[config.mk]
export PLATFORM = sky130hd
export DESIGN_NAME = serial_adder_seq
export DESIGN_NICKNAME = d
export VERILOG_FILES = /design/src/rtl/serial_adder_seq.sv
export SDC_FILE = /design/constraint.sdc
export NUM_CORES = 1
export LEC_CHECK = 0
export BUFFER_PORTS_ARGS = -buffer_cell sky130_fd_sc_hd__buf_2
export CORE_ASPECT_RATIO = 2
export CORE_MARGIN = 5
export CORE_UTILIZATION = 50
export DETAILED_ROUTE_END_ITERATION = 10
export GPL_TIMING_DRIVEN = 0
export PLACE_DENSITY = 0.73
export REMOVE_ABC_BUFFERS = 1
export SYNTH_ARGS = -nofsm -noshare
export SYNTH_HDL_FRONTEND = slang
export SYNTH_SLANG_ARGS = --single-unit
[constraint.sdc]
create_clock -name clk -period 3.85 [get_ports clk]
set_input_delay 0.77 -clock clk [delete_from_list [all_inputs] [get_ports clk]]
set_output_delay 0.77 -clock clk [all_outputs]
set_load 0.05 [all_outputs]
[src/rtl/serial_adder_seq.sv]
// serial_adder_seq: bit-serial adder, one full-adder step per clock,
// LSB first, with valid/ready handshakes on operand and result sides.
module serial_adder_seq #(
  parameter int WIDTH = 8
) (
  input  logic             clk,
  input  logic             rst,
  input  logic             in_valid,
  output logic             in_ready,
  input  logic [WIDTH-1:0] op_a,
  input  logic [WIDTH-1:0] op_b,
  input  logic             cin,
  output logic             out_valid,
  input  logic             out_ready,
  output logic [WIDTH-1:0] sum,
  output logic             cout,
  output logic             ovf,
  output logic             busy
);

  localparam int CW = (WIDTH > 1) ? $clog2(WIDTH) : 1;
  localparam logic [CW-1:0] LAST = CW'(WIDTH - 1);

  typedef enum logic [1:0] {
    IDLE,
    RUN,
    DONE
  } state_t;

  state_t           state;
  logic [WIDTH-1:0] a_sr;
  logic [WIDTH-1:0] b_sr;
  logic             carry;
  logic [CW-1:0]    cnt;
  logic             sbit;
  logic             nc;

  // Full-adder step on the current operand LSBs and the carry flop.
  always_comb begin
    sbit = a_sr[0] ^ b_sr[0] ^ carry;
    nc   = (a_sr[0] & b_sr[0]) |
           (a_sr[0] & carry) |
           (b_sr[0] & carry);
  end

  // Control FSM, serial datapath and registered status outputs.
  always_ff @(posedge clk) begin
    if (rst) begin
      state     <= IDLE;
      a_sr      <= '0;
      b_sr      <= '0;
      carry     <= 1'b0;
      cnt       <= '0;
      sum       <= '0;
      cout      <= 1'b0;
      ovf       <= 1'b0;
      in_ready  <= 1'b1;
      out_valid <= 1'b0;
      busy      <= 1'b0;
    end else begin
      unique case (state)
        IDLE: begin
          if (in_valid) begin
            a_sr     <= op_a;
            b_sr     <= op_b;
            carry    <= cin;
            cnt      <= '0;
            state    <= RUN;
            in_ready <= 1'b0;
            busy     <= 1'b1;
          end
        end
        RUN: begin
          a_sr     <= a_sr >> 1;
          b_sr     <= b_sr >> 1;
          sum[cnt] <= sbit;
          carry    <= nc;
          if (cnt == LAST) begin
            // carry holds the carry into the MSB here
            cout      <= nc;
            ovf       <= carry ^ nc;
            state     <= DONE;
            busy      <= 1'b0;
            out_valid <= 1'b1;
          end else begin
            cnt <= cnt + 1'b1;
          end
        end
        DONE: begin
          if (out_ready) begin
            state     <= IDLE;
            out_valid <= 1'b0;
            in_ready  <= 1'b1;
          end
        end
        default: begin
          state     <= IDLE;
          in_ready  <= 1'b1;
          out_valid <= 1'b0;
          busy      <= 1'b0;
        end
      endcase
    end
  end

endmodule

==> metrics.txt <==
largest family of logic cells by synthesized area=simple AND/OR/NAND/NOR gates; EDFF count, synth=0; gr usage total=0.160; die width=51.4 um; Synth top area share=0.408; cts repair resizes=0; Via density=5.77; Static Leak=between 0.0007 and 0.0008 uW; Startpoint Class=flop; Routed WL=3370 um; final setup fails=0; outcome=finished clean; # diodes=0; final setup TNS=0 ps; register bit total from synthesis=35; Max IR drop VDD=~0.34 mV; Worst Max-Slew Pin Slew=729 ps; vias post-DR=1374; Yosys warnings=0; power per cell area=399 mW/mm^2; post-synthesis compound-gate area fraction=0.220; area grow syn2layout=9.40%; Hold Path Class=flop to flop; Starting Density=0.514; Iter 0 DRT Violations=30; Synth Area in Simple Gates=0.232; CP Class=flop to flop; final period utilization=0.470; post-synthesis mux area share=0.0408; max layer used=met4; Remaining DRCs=0; routed len/inst=14.2 um; die area=between 0.004 and 0.005 mm^2; crit-path max FO=19; largest net degree at the start of global routing=38; hold_ws=approximately 460 ps; first-pass GRT wire length=5840 um; # fillers=approximately 330; layout cells sized above 1=0.291; GRT overflow=0; WL met1=approximately 1300 um; Crit path max-delay family=simple AND/OR/NAND/NOR gates; CTS root buffer=clkbuf_8; slowest CP cell=dfxtp_1; Critical path buffers and inverters=0; Final #Nets=around 230; met3 wire length=133 um; Setup Skew=4.20 ps; vias in the first global route=1366; Netlist cell types=36; CP arrival=2010 ps; critical-path cell list=nand2b_1, nor4b_2, mux2i_1; RSZ-0062 raised after global routing=false; Async SR Flop Fraction=0; Critical Path Max Stage Delay=590 ps; total CTS buffers=5; CTS tree=done; Post-Syn Instances=183; count of buffers from port buffering=33; Chip Height=92.9 um; CP endpoint kind=flop; Final Slew Violations=0; Post-Synth Adder-Cell Area=0.0262; H-tree depth=2; part of the Yosys area used for sequential elements=0.408; Synth Flop Type=dfxtp_1; GPL Wtd Cong=0.705; CTS hold repair buffers=0; Avg Cell Area, Syn=9.39 um^2; clk_lat worst skew=280 ps; DP Wirelength=roughly 2500 um; cell taking the most area after synthesis=dfxtp_1; Ports=34; CTS sink cnt=35; site row count=30; Antenna Violating Nets Remaining=0; Synth area leaders=dfxtp_1 41%, a211oi_2 5.1%, nand2b_1 5.1%, nand2_1 4.8%, a21oi_1 4.4%; Hold Fails Final Rpt=0; initial antenna violation count=0; Post-Syn Area=0.00172 mm^2; max_cap viols=0; core area=0.00334 mm^2; Reg clk slew, reported paths=60 ps; drt first pass iters=4; Tmin final=about 1800 ps; WL met2=roughly 1900 um; WP data required=about 4100 ps; Post-CTS Setup Bufs=0; headroom to the max-slew limit=0.514; Fmax=0.553 GHz; Max Buffers Root-to-Sink=2; XOR/XNOR Fraction of Synth Area=0.00510
-- power breakdown --
part           leakage (uW)  internal [uW]  switching (uW)
combinational      0.000463           45.2            68.2
clock             0.0000371            120             115
sequential         0.000287            383            18.3
total              0.000788            548             201
-- stage by stage --
step	utilization	power (uW)	cells	setup WS (ps)	instance area, um^2
finish	0.563	750	238	2040	1880
global route	0.563	790	238	1800	1880
CTS	0.563	758	238	1970	1880
detailed placement	0.541	525	232	1870	1810
global placement	0.541	519	232	1970	1810
floorplan	-	487	167	2310	1600
-- final cells by class --
type | count | area [um^2] | share of cell area
sequential | 35 | 701 | 0.373
timing repair buffer | 33 | 165 | 0.0879
tap | 32 | 40.0 | 0.0213
clock buffer | 6 | 72.6 | 0.0386
multi-input combinational | 132 | 901 | 0.479
-- Yosys cell counts, drive strengths merged, types with 2 or more instances --
library cell,n
clkbuf,4
buf,12
dfxtp,35
a22oi,2
or3b,2
nand2,22
nand4b,4
nor2,19
a211oi,15
ha,2
nor4b,2
a21oi,22
nand2b,14
mux2i,7
nand3,5
nor3b,2
-- metal layers --
metal | vias to the layer above | global-route usage
met3 | 7 | 0.0386
li1 | 688 | -
met2 | 25 | 0.304
met1 | 654 | 0.158
met5 | - | 0
met4 | 0 | 0.0591
-- worst reg2reg max path: stages (launching register included) --
cell	delay, ps
dfxtp_1	590
nand2b_1	500
nor4b_2	420
mux2i_1	230
-- cell usage in the layout (no fill, tap or decap), types with 2 or more instances in the layout --
cell type  Yosys  final
nor4b_2        2      2
nand3_1        5      5
buf_2          3     33
nand2b_1      14     14
nor2_1        19     19
a211oi_2       7      7
nand2_1       22     22
mux2i_1        7      7
a21oi_1       15     15
a22oi_1        2      2
a21oi_2        7      7
ha_1           2      2
nor3b_1        2      2
a211oi_1       8      8
clkbuf_8       0      5
dfxtp_1       35     35
nand4b_1       4      4
-- registers in the layout, summed over array words and instances, names as in the netlist, 2 cells and up --
name   cells
a_sr       8
b_sr       8
sum        8
cnt        3
state      2
-- kinds of logic (layout without fill, tap and decap cells) --
group                    count (synthesis)  after routing
flip-flops                              35             35
multiplexers                             7              7
AO/OA/AOI/OAI                           47             47
adder cells (fa/ha/maj)                  3              3
AND/OR/NAND/NOR                         74             74
XOR/XNOR                                 1              1
buffers and inverters                   16             39
-- path summary, 6_finish.rpt --
path,to,cells after the start,startpoint,slack (ps)
worst max-delay path,sum[2],3,state[0],2040
worst min-delay path,ovf,2,ovf,460
worst min register to register,ovf,2,ovf,460
worst max register to register,sum[2],3,state[0],2040
Power figures use the tool's default switching activity.
